## config.mk

```make
export PLATFORM = sky130hd
export DESIGN_NAME = regfile_wb_queue
export DESIGN_NICKNAME = d
export VERILOG_FILES = /design/src/rtl/cpu_types_pkg.sv /design/src/rtl/regwb_pkg.sv /design/src/rtl/regfile_wb_queue_fwd_lookup.sv /design/src/rtl/regfile_wb_queue.sv
export SDC_FILE = /design/constraint.sdc
export NUM_CORES = 1
export LEC_CHECK = 0
export CAP_MARGIN = 20
export CORE_UTILIZATION = 50
export DETAILED_ROUTE_END_ITERATION = 10
export GPL_ROUTABILITY_DRIVEN = 0
export HOLD_SLACK_MARGIN = 0.03
export PLACE_DENSITY = 0.92
export SLEW_MARGIN = 10
export SYNTH_ARGS = -nofsm -noshare
export SYNTH_HDL_FRONTEND = slang
export SYNTH_SLANG_ARGS = --single-unit
```

## constraint.sdc

```tcl
create_clock -name CLK -period 7.1 [get_ports CLK]
set_input_delay 1.775 -clock CLK [delete_from_list [all_inputs] [get_ports CLK]]
set_output_delay 1.775 -clock CLK [all_outputs]
set_load 0.005 [all_outputs]
```

## src/rtl/cpu_types_pkg.sv

```systemverilog
// Shared CPU-wide scalar types: register selects and data words.
package cpu_types_pkg;
  localparam int REG_W  = 5;
  localparam int WORD_W = 32;

  typedef logic [REG_W-1:0]  regbits_t;
  typedef logic [WORD_W-1:0] word_t;
endpackage

```

## src/rtl/regwb_pkg.sv

```systemverilog
// Types shared by the register-file writeback queue and its forwarding lookup.
package regwb_pkg;
  import cpu_types_pkg::*;

  typedef struct packed {
    logic     valid;
    regbits_t sel;
    word_t    dat;
  } wbq_entry_t;

  localparam int WBQ_DEPTH_DEF = 4;
endpackage

```

## src/rtl/regfile_wb_queue_fwd_lookup.sv

```systemverilog
// Combinational youngest-match search over the writeback queue, walking from head
// (oldest) to head+count-1 (youngest); the last valid match wins.
module wbq_fwd_lookup
  import cpu_types_pkg::*;
  import regwb_pkg::*;
#(
  parameter int DEPTH = WBQ_DEPTH_DEF
) (
  input  wbq_entry_t                 entries [DEPTH],
  input  logic [$clog2(DEPTH)-1:0]   head,
  input  logic [$clog2(DEPTH):0]     count,
  input  logic [4:0]                 sel,
  output logic                       hit,
  output logic [31:0]                dat
);
  localparam int PW = $clog2(DEPTH);
  localparam int CW = PW + 1;

  logic [DEPTH-1:0] match;
  logic [PW-1:0]    age_idx [DEPTH];

  // match[k] refers to the k-th oldest occupied slot, so index order is age order
  for (genvar gi = 0; gi < DEPTH; gi++) begin : g_age
    assign age_idx[gi] = head + PW'(gi);
    assign match[gi]   = (CW'(gi) < count) &&
                         entries[age_idx[gi]].valid &&
                         (entries[age_idx[gi]].sel == sel);
  end

  always_comb begin
    hit = 1'b0;
    dat = '0;
    for (int k = 0; k < DEPTH; k++) begin
      if (match[k]) begin
        hit = 1'b1;
        dat = entries[age_idx[k]].dat;
      end
    end
  end
endmodule

```

## src/rtl/regfile_wb_queue.sv

```systemverilog
// Register-file write arbiter: ALU writes win, load/multicycle writebacks wait in an
// in-order queue. Read forwarding from the queue is enabled by REGWB_BYPASS_EN.
module regfile_wb_queue
  import cpu_types_pkg::*;
  import regwb_pkg::*;
#(
  parameter int DEPTH = WBQ_DEPTH_DEF
) (
  input  logic                     CLK,
  input  logic                     nRST,
  input  logic                     alu_wen,
  input  logic [4:0]               alu_wsel,
  input  logic [31:0]              alu_wdat,
  input  logic                     wb_valid,
  output logic                     wb_ready,
  input  logic [4:0]               wb_sel,
  input  logic [31:0]              wb_dat,
  input  logic [4:0]               rd_sel1,
  input  logic [4:0]               rd_sel2,
  output logic [31:0]              rd_dat1,
  output logic [31:0]              rd_dat2,
  output logic                     rd_hazard,
  output logic [$clog2(DEPTH):0]   wbq_count,
  output logic                     rf_WEN,
  output logic [4:0]               rf_wsel,
  output logic [31:0]              rf_wdat,
  output logic [4:0]               rf_rsel1,
  output logic [4:0]               rf_rsel2,
  input  logic [31:0]              rf_rdat1,
  input  logic [31:0]              rf_rdat2
);
  localparam int PW = $clog2(DEPTH);
  localparam int CW = PW + 1;

  wbq_entry_t    q_reg  [DEPTH];
  wbq_entry_t    q_next [DEPTH];
  logic [PW-1:0] head_reg, head_next;
  logic [PW-1:0] tail_reg, tail_next;
  logic [CW-1:0] count_reg, count_next;
  wbq_entry_t    head_entry;
  logic          alu_eff, pop, enq_store;

  assign alu_eff    = alu_wen && (alu_wsel != '0);
  assign wb_ready   = (count_reg < CW'(DEPTH));
  assign enq_store  = wb_valid && wb_ready && (wb_sel != '0);
  assign pop        = !alu_eff && (count_reg != '0);
  assign head_entry = q_reg[head_reg];
  assign wbq_count  = count_reg;

  always_comb begin
    rf_WEN  = 1'b0;
    rf_wsel = alu_wsel;
    rf_wdat = alu_wdat;
    if (alu_eff) begin
      rf_WEN = 1'b1;
    end else if (pop) begin
      rf_WEN  = head_entry.valid;
      rf_wsel = head_entry.sel;
      rf_wdat = head_entry.dat;
    end
  end

  // Kill older same-register entries first; the slot filled this edge is younger
  always_comb begin
    for (int i = 0; i < DEPTH; i++) begin
      q_next[i] = q_reg[i];
      if (alu_eff && q_reg[i].valid && (q_reg[i].sel == alu_wsel))
        q_next[i].valid = 1'b0;
      if (pop && (head_reg == PW'(i)))
        q_next[i].valid = 1'b0;
      if (enq_store && (tail_reg == PW'(i)))
        q_next[i] = '{valid: 1'b1, sel: wb_sel, dat: wb_dat};
    end
  end

  assign head_next  = head_reg + PW'(pop);
  assign tail_next  = tail_reg + PW'(enq_store);
  assign count_next = count_reg + CW'(enq_store) - CW'(pop);

  always_ff @(posedge CLK or negedge nRST) begin
    if (!nRST) begin
      head_reg  <= '0;
      tail_reg  <= '0;
      count_reg <= '0;
      for (int i = 0; i < DEPTH; i++) q_reg[i] <= '0;
    end else begin
      head_reg  <= head_next;
      tail_reg  <= tail_next;
      count_reg <= count_next;
      for (int i = 0; i < DEPTH; i++) q_reg[i] <= q_next[i];
    end
  end

  assign rf_rsel1 = rd_sel1;
  assign rf_rsel2 = rd_sel2;

  regbits_t   rd_sel_arr  [2];
  word_t      rf_rdat_arr [2];
  word_t      rd_dat_arr  [2];
  word_t      fwd_dat     [2];
  logic [1:0] fwd_hit;
  logic [1:0] hazard_vec;

  assign rd_sel_arr[0]  = rd_sel1;
  assign rd_sel_arr[1]  = rd_sel2;
  assign rf_rdat_arr[0] = rf_rdat1;
  assign rf_rdat_arr[1] = rf_rdat2;
  assign rd_dat1        = rd_dat_arr[0];
  assign rd_dat2        = rd_dat_arr[1];

  for (genvar gi = 0; gi < 2; gi++) begin : g_port
    wbq_fwd_lookup #(.DEPTH(DEPTH)) u_lookup (
      .entries (q_reg),
      .head    (head_reg),
      .count   (count_reg),
      .sel     (rd_sel_arr[gi]),
      .hit     (fwd_hit[gi]),
      .dat     (fwd_dat[gi])
    );

    assign hazard_vec[gi] = fwd_hit[gi] && (rd_sel_arr[gi] != '0);

`ifdef REGWB_BYPASS_EN
    assign rd_dat_arr[gi] = (rd_sel_arr[gi] == '0) ? '0 :
                            fwd_hit[gi]            ? fwd_dat[gi] : rf_rdat_arr[gi];
`else
    assign rd_dat_arr[gi] = (rd_sel_arr[gi] == '0) ? '0 : rf_rdat_arr[gi];
`endif
  end

`ifdef REGWB_BYPASS_EN
  logic unused_hazard;
  assign unused_hazard = |hazard_vec;
  assign rd_hazard     = 1'b0;
`else
  logic unused_fwd;
  assign unused_fwd = ^{fwd_dat[0], fwd_dat[1]};
  assign rd_hazard  = |hazard_vec;
`endif
endmodule

```

**After elaboration in Yosys (flattened, before gate mapping)**

Index checks and enable logic that the tools add are counted.

- Register bits after elaboration: 159
- Bits of input ports: 152
- Output and inout bits: 117
- Logic and storage cells: 142

- Add/subtract/negate cells: 7
- Order comparisons: 9
- Equality and inequality tests: 18
- Muxes and demuxes: 40
- Bitwise gates (word level): 4
- Reductions and logical operators: 49

Operators by type and width:

| operator | count |
|---|---|
| $mux 38 | 12 |
| $bmux 38 s2 | 4 |
| $mux 32 | 4 |
| $eq 5x5->1 | 12 |
| $logic_and 1x1->1 | 34 |
| $reduce_bool 5->1 | 4 |
| $mux 1 | 18 |
| $reduce_bool 3->1 | 5 |
| $ge 3x3->1 const B | 4 |
| $not 2->3 | 4 |
| $logic_not 5->1 | 2 |
| $mux 5 | 2 |
| $eq 2x2->1 const B | 4 |
| $lt 1x3->1 const A | 2 |
| $lt 2x3->1 const A | 2 |
| $add 2x1->2 | 2 |
| $add 2x2->2 const B | 2 |
| $eq 2x1->1 const B | 2 |
| $logic_not 2->1 | 2 |
| $add 3x1->3 | 1 |
| $lt 3x3->1 const B | 1 |
| $sub 3x1->3 | 1 |
| $add 2x1->2 const B | 1 |
| $reduce_or 2->1 | 1 |
| $logic_not 1->1 | 1 |

**Longest topological paths before layout**

- Depth after elaboration: 12
- Mapped depth: 13
- Depth with buffers taken out: 8

**By module**

Synthesis repeated with hierarchy kept, for this count alone.

- Cell total of the unflattened synthesis: 1943
- Area, all modules: 19600.0 um^2

Modules (own cells, without submodules):

| module | times used | cells each | area an instance (um^2) | sequential area each (um^2) |
|---|---|---|---|---|
| wbq_fwd_lookup | 2 | 686 | 5641.7 | 0.0 |
| regfile_wb_queue | 1 | 571 | 8316.7 | 3978.8 |

**Worst setup path after synthesis**

Ideal clock, no wire load.

- Path kind: input to output
- Start: in alu_wsel[1]
- End: out rf_wdat[0]
- Arrival time: 3.392 ns
- Required time: 5.325 ns
- Path slack: 1.933 ns
- Stages: 7
- Buffers on the path: 3
- Cell sequence: buf_2 > or4_1 > o21a_1 > nor2b_1 > buf_4 > buf_6 > mux2_2

- Word-level cells in the longest chain between the ends: 6

Ends and longest elaborated chain:

| element | RTL line | text |
|---|---|---|
| start: declaration | regfile_wb_queue.sv:12 | `input logic [4:0] alu_wsel,` |
| $reduce_bool 5->1 (*) | regfile_wb_queue.sv:43 | `assign alu_eff = alu_wen && (alu_wsel != '0);` |
| $logic_and 1x1->1 (*) | regfile_wb_queue.sv:43 |  |
| $logic_not 1->1 | regfile_wb_queue.sv:46 | `assign pop = !alu_eff && (count_reg != '0);` |
| $logic_and 1x1->1 | regfile_wb_queue.sv:46 |  |
| $mux 32 | regfile_wb_queue.sv:56 | `end else if (pop) begin` |
| $mux 32 (*) | regfile_wb_queue.sv:54 | `if (alu_eff) begin` |
| end: declaration | regfile_wb_queue.sv:26 | `output logic [31:0] rf_wdat,` |

Every way passes the cells marked *; elsewhere a longest branch is shown, timed or not.

**Final worst setup path**

- Start: reg head_reg[0]
- End: out rd_hazard

- Word-level cells in the longest chain between the ends: 12
- Elaborated cells on any way between the ends: 50
- Those cells by class: add/sub: 3; eq/ne: 8; mux: 20; bitwise: 4; reduce/logical: 15

Ends and longest elaborated chain:

| element | RTL line | text |
|---|---|---|
| start: declaration | regfile_wb_queue.sv:37 | `logic [PW-1:0] head_reg, head_next;` |
| start signal: assignment | regfile_wb_queue.sv:87 | `head_reg <= head_next;` |
| $add 2x1->2 / $not 2->3 (equally long branches) | regfile_wb_queue_fwd_lookup.sv:24, regfile_wb_queue_fwd_lookup.sv:26, regfile_wb_queue_fwd_lookup.sv:27 |  |
| $not 2->3 (implied by the code) / $bmux 38 s2 (equally long branches) | regfile_wb_queue_fwd_lookup.sv:26, regfile_wb_queue_fwd_lookup.sv:27 |  |
| $bmux 38 s2 / $mux 38 (equally long branches) | regfile_wb_queue_fwd_lookup.sv:26, regfile_wb_queue_fwd_lookup.sv:27 |  |
| $mux 38 (implied by the code) | regfile_wb_queue_fwd_lookup.sv:26 | `entries[age_idx[gi]].valid &&` |
| $mux 38 (implied by the code), or another cell as far along | regfile_wb_queue_fwd_lookup.sv:26 |  |
| $eq 5x5->1, or another cell as far along | regfile_wb_queue_fwd_lookup.sv:27 | `(entries[age_idx[gi]].sel == sel);` |
| $logic_and 1x1->1 / $mux 1 (equally long branches) | regfile_wb_queue_fwd_lookup.sv:26, regfile_wb_queue_fwd_lookup.sv:34 |  |
| $mux 1 (3 in series) | regfile_wb_queue_fwd_lookup.sv:34 | `if (match[k]) begin` |
| $logic_and 1x1->1 | regfile_wb_queue.sv:121 | `assign hazard_vec[gi] = fwd_hit[gi] && (rd_sel_arr[gi] != '0);` |
| $reduce_or 2->1 (*) | regfile_wb_queue.sv:138 | `assign rd_hazard = \|hazard_vec;` |
| end: declaration | regfile_wb_queue.sv:22 | `output logic rd_hazard,` |

Every way passes the cells marked *; elsewhere a longest branch is shown, timed or not. The select of a mux whose other input is x is not followed.

==> flow_summary.toml <==
[clocking]
worst_skew_pair.late_latency_ps = 420
post_cts_resize_count = 0
cts_max_path_buffers = 2
tritoncts.num_buffers = 17
holdBufCountCts = 0
clk_root_buffer_cell = "sky130_fd_sc_hd__clkbuf_16"
post_cts.repair.setup_buffers = 0
clkSlewWorstSetupHoldPaths_ps = 60
htreeDepth = 4
cts_sinks = 159
cts_tree = "built"

[critical_path]
critPathMaxStageDelay_ps = 950
path_class = "flop to primary output"
startpoint_type = "flop"
crit_required_ps = 5330
crit_family = "adder cells"
crit_slowest_cell = "sky130_fd_sc_hd__ha_1"
crit_buf_inv = 2
end_kind = "primary output"
cp.arrival_ps = 4530
path_max_fanout = 25
crit_path_cell_trace = "inv_1 -> ha_1 -> mux4_2 -> xor2_1 -> nor4_1 -> o2bb2ai_1 -> a311oi_1 -> o22ai_1 -> clkdlybuf4s50_1"

[global_routing]
grt_pass1_vias = 7201
pin_count_of_the_biggest_net_entering_global_routing = 102
antenna_found_initial = 5
grt-ovfl-total = 0
grt_use_total_pct = 27.78
grt_first_pass_wirelength_mm = 40.59

[floorplanning]
die_x_um = 139.3
die_h_um = 139.3
io-pin-count = 269
placement_rows = 49
floorplan.core_area_mm2 = 0.01821
die_area_mm2 = 0.01940
start_util_pct = 51.74

[synthesis]
synth.yosys.warnings = 0
seq_area_frac_synth_pct = 42.23
post_synth_inst_count = 689
postSynthNetCount = 852
async_flop_share_pct = 100.0
synth_edf_count = 0
number_of_different_library_cells_in_the_post_synthesis_netlist = 44
synth_seq_cells = 159
synthesized_cell_area_mm2 = 0.009422
synth_area_per_cell_um2 = 13.67
ys_dominant_reg_cell = "sky130_fd_sc_hd__dfrtp_1"

[finish]
stdcell_area_mm2 = 0.01271
areaGrowthSynthToFinish_pct = 34.86
max_ffs_per_register = 152
finalNetCount = 1084
ratio_of_cells_with_drive_above_1_in_the_final_layout_pct = 29.23

[timing]
max_freq_ghz = 0.1587
worst_slew_pin_slew_ps = 1066
fin_worst_skew_ps = 8.746
timing.final.hold_violations = 0
slew_viol_final = 0
grt_setup_unrepaired = "no"
max_slew_margin_pct = 28.69
fin_setup_tns_ps = 0
final.min_clock_period_ps = 6300
whs_ps = 500.0
final.period_utilization_pct = 88.74
report.final.setup_viol = 0

[hold_path]
timing.hold.worst.class = "flop to flop"

[run]
maxCapViolations = 0

[routing]
top_layer = "met4"
drc_violation_count_after_routing = 0
drt_first_pass_iters = 4
num_vias = 6712
wire_per_inst_um = 22.24
route.met3.wl_mm = 1.663
met2WireLength_mm = 14.47
detail_route.wirelength.met1_mm = 8.737
antenna_left = 0
drt-vias-per-instance = 5.747
wirelength_mm = 25.97
drt-initial-drc-count = 314

[status]
outcome = "finished, final reports clean"

[power_and_ir_drop]
maximum_vdd_drop_mv = 0.2348
total_leakage_power_nw = 5.204
power_per_cell_area_mw_per_mm2 = 425.0

[placement]
portBuffers = 268
cell_area_placed_mm2 = 0.01205
dpl.hpwl_mm = 18.79
[logic make-up after synthesis]
group / after synthesis / share of synthesized area (%)
compound gates: 17 / 1.275
xor+xnor: 61 / 5.671
fa+ha+maj: 11 / 1.541
buf+inv: 74 / 5.140
flops: 159 / 42.23
mux: 249 / 36.79
simple gates: 118 / 7.357
[worst register-to-register path, stage by stage, from the launching register on]
cell	delay, ps
sky130_fd_sc_hd__dfrtp_1	430
sky130_fd_sc_hd__or3_1	430
sky130_fd_sc_hd__nor2b_4	150
sky130_fd_sc_hd__buf_4	200
sky130_fd_sc_hd__ha_1	290
sky130_fd_sc_hd__inv_1	40
sky130_fd_sc_hd__ha_1	180
sky130_fd_sc_hd__fa_1	370
sky130_fd_sc_hd__xnor2_1	130
[stage by stage]
stage               worst slack, ps  std cells  util, %  power, mW
floorplan                      1933        689        -      3.566
global placement              847.1       1131    66.18      4.305
detailed placement            814.8       1131    66.18      4.413
CTS                           806.2       1163    69.71      5.432
global route                  594.6       1168    69.78      5.713
finish                        799.5       1168    69.78      5.400
[power by group]
part / total (mW) / switching, mW / internal, mW
Clock: 0.983 / 0.357 / 0.626
Combinational: 2.68 / 1.05 / 1.63
Sequential: 1.74 / 0.364 / 1.37
Total: 5.40 / 1.77 / 3.63
[cell usage after synthesis, types with 5 or more instances]
library cell               instances  area [um2]
sky130_fd_sc_hd__mux2_2          179        2016
sky130_fd_sc_hd__dfrtp_1         159        3979
sky130_fd_sc_hd__nor2b_1          66       412.9
sky130_fd_sc_hd__mux4_2           41       923.4
sky130_fd_sc_hd__xnor2_1          31       271.5
sky130_fd_sc_hd__xor2_1           30       262.8
sky130_fd_sc_hd__clkbuf_1         21       78.83
sky130_fd_sc_hd__buf_4            19       142.6
sky130_fd_sc_hd__mux4_1           14       367.9
sky130_fd_sc_hd__buf_6            13       146.4
sky130_fd_sc_hd__nand2_1          13       48.80
sky130_fd_sc_hd__ha_1             10       125.1
sky130_fd_sc_hd__buf_2             9       45.04
sky130_fd_sc_hd__nand4_1           9       56.30
sky130_fd_sc_hd__mux2i_1           8       80.08
sky130_fd_sc_hd__nor3_1            8       40.04
sky130_fd_sc_hd__inv_1             7       26.28
sky130_fd_sc_hd__mux2_1            7       78.83
sky130_fd_sc_hd__nor2_1            5       18.77
[per-layer routing]
| layer | track usage (%) | vias up |
|---|---|---|
| met4 | 15.32 | 0 |
| met1 | 27.94 | 3413 |
| met3 | 6.951 | 53 |
| met2 | 52.16 | 281 |
| li1 | - | 2965 |
| met5 | 0 | - |
[final timing paths]
| check | start | endpoint | slack (ps) | depth (start not counted) |
|---|---|---|---|---|
| setup / recovery | head_reg[0]$_DFF_PN0_ | rd_hazard | 800 | 9 |
| hold / removal | q_reg[63]$_DFFE_PN0P_ | q_reg[63]$_DFFE_PN0P_ | 500 | 1 |
| setup reg to reg | wbq_count[0]$_DFF_PN0_ | wbq_count[2]$_DFF_PN0_ | 4760 | 8 |
| hold reg to reg | q_reg[63]$_DFFE_PN0P_ | q_reg[63]$_DFFE_PN0P_ | 500 | 1 |
| max in group asynchronous | nRST | q_reg[112]$_DFFE_PN0P_ | 4340 | 2 |
| min in group asynchronous | nRST | q_reg[59]$_DFFE_PN0P_ | 1460 | 1 |
[placed cells by master, fill, tap and decap left out, types with 4 or more instances in the layout]
master                            instances
sky130_fd_sc_hd__nand4_1                  9
sky130_fd_sc_hd__ha_1                    10
sky130_fd_sc_hd__mux2_2                 179
sky130_fd_sc_hd__mux2_1                   7
sky130_fd_sc_hd__mux4_2                  41
sky130_fd_sc_hd__buf_4                   11
sky130_fd_sc_hd__mux2i_1                  8
sky130_fd_sc_hd__or4_1                    4
sky130_fd_sc_hd__nor2b_1                 65
sky130_fd_sc_hd__diode_2                  5
sky130_fd_sc_hd__clkdlybuf4s50_1        267
sky130_fd_sc_hd__bufinv_16                4
sky130_fd_sc_hd__clkbuf_8                 4
sky130_fd_sc_hd__clkbuf_16               17
sky130_fd_sc_hd__nand2_1                 12
sky130_fd_sc_hd__nor3_1                   7
sky130_fd_sc_hd__xor2_1                  30
sky130_fd_sc_hd__dfrtp_1                157
sky130_fd_sc_hd__mux4_1                  14
sky130_fd_sc_hd__inv_1                    7
sky130_fd_sc_hd__xnor2_1                 31
[area by class of cell]
type                            count  area, um2
Sequential cell                   159       3984
Clock buffer                       23      488.0
Tap cell                          229      286.5
Antenna cell                        5      12.51
Clock inverter                      9      155.1
Timing Repair Buffer              279       2766
Multi-Input combinational cell    456       4984
Inverter                            8      30.03
Fill cell                        1254       5503
Note: power is estimated with default switching activity, not from simulation.
==> edit (same flow settings) <==
Build with the macro `REGWB_BYPASS_EN` defined.
--- a/src/rtl/regfile_wb_queue.sv
+++ b/src/rtl/regfile_wb_queue.sv
@@ -1,5 +1,7 @@
 // Register-file write arbiter: ALU writes win, load/multicycle writebacks wait in an
 // in-order queue. Read forwarding from the queue is enabled by REGWB_BYPASS_EN.
+`define REGWB_BYPASS_EN
+
 module regfile_wb_queue
   import cpu_types_pkg::*;
   import regwb_pkg::*;
Formal check against the unedited RTL: not equivalent (a bounded check fails within 4 cycles, from zero or initial values and one cycle with nRST low).
==> edit against the unedited design <==
Via count up 90%. Sequential cell count is the same. Cell area increased by 39%. Routed wire length rose by 78%. Setup slack worse by 0.55 ns. Critical path depth unchanged. Sequential power is 18% higher. Final cell count up 55%. First-iteration DRC count grew to 4.6 times the old value. Total power up 67%. Area after synthesis rose by 50%.
==> edit: results (changes against the unedited design) <==
Route
  – TritonRoute pass-1 iters: 6 (+2)
  – WL/cell: 25.6 µm (+15%)
  – Drt total wl: 46.3 mm (+78%)

Power
  – VDD IR-drop max: 0.449 mV (+91%)
  – LEAKAGE: 6.40 nW (+23%)

Layout
  – Fillers: 2027 (+62%)
  – # diodes: 0 (-5)
  – Share of post-route cells with drive strength above 1: 32.4% (+3.2 points)

Worst setup path
  – CP max stage delay: 0.57 ns (-0.38 ns)
  – RR Startpoint: wbq_count[2]
  – R2r worst-path depth: 6 (-2)
  – CP startpoint: rd_sel1[2]
  – CP top delay family: buffers and inverters
  – CP max-delay cell: clkdlybuf4s50_1
  – FF-to-FF setup slack: 4.37 ns (-0.39 ns)
  – Crit path to: rd_dat1[5]

Placement
  – IO Port Bufs: 267 (-0.37%)
  – Hpwl dp: 31.7 mm (+68%)
  – Dpl cells: 1779 (+57%)

GRT
  – First-pass GRT wire length: 72.9 mm (+80%)

Min path
  – Worst Hold Launch: wbq_count[0]

Synthesis
  – Yosys cell types: 53 (+20%)

Status
  – Outcome: complete, no violations

STA
  – Max Clock Skew: 0.0115 ns (+0.00278 ns)
  – Measured slew at the worst slew-check pin: 0.997 ns (-0.0687 ns)

CTS
  – Skew-Pair Late Insertion Delay: 0.45 ns (+0.03 ns)
[edit: cells by family after synthesis]
kind of cell / Yosys count / share of synthesized area (%)
AOI/OAI and AO/OA: 276 / 14.0
xor gates and xnor gates: 61 / 3.79
adders and majority gates: 11 / 1.03
buffers and inverters: 189 / 6.29
DFF: 159 / 28.2
muxes: 343 / 39.5
other: 1 / 0.0266
and+or+nand+nor: 203 / 7.03
[edit: layout make-up]
| cell class | count | area (µm²) | share of cell area [%] |
|---|---|---|---|
| Timing Repair Buffer | 308 | 3060 | 17.4 |
| Clock buffer | 18 | 439 | 2.49 |
| Tap cell | 378 | 473 | 2.69 |
| Multi-Input combinational cell | 895 | 9330 | 53.0 |
| Clock inverter | 14 | 169 | 0.960 |
| Sequential cell | 159 | 3990 | 22.6 |
| Inverter | 39 | 146 | 0.832 |
[edit: where the power goes]
| part | switching (mW) | internal (mW) |
|---|---|---|
| clock network | 0.439 | 0.541 |
| logic | 2.83 | 3.16 |
| registers | 0.673 | 1.37 |
[edit: metrics by stage]
stage          total power, mW  utilization, %  instance area [µm²]  hold slack (ns)  setup WS (ns)
2_1_floorplan             5.96               -                14100            0.500           1.21
3_3_place_gp              7.57            61.1                17000            0.538          0.507
3_5_place_dp              7.85            61.1                17000            0.558          0.375
4_1_cts                   8.89            63.3                17600            0.579          0.360
5_1_grt                   9.48            63.4                17600            0.602         0.0257
6_report                  9.02            63.4                17600            0.579          0.248
[edit: metal layers]
layer / wire length [µm] / up-vias / global-route usage [%]
li1: - / 5223 / -
met1: 16600 / 6348 / 42.2
met2: 22100 / 991 / 52.3
met3: 5320 / 223 / 7.42
met4: 2300 / 0 / 18.5
met5: 0 / - / 0
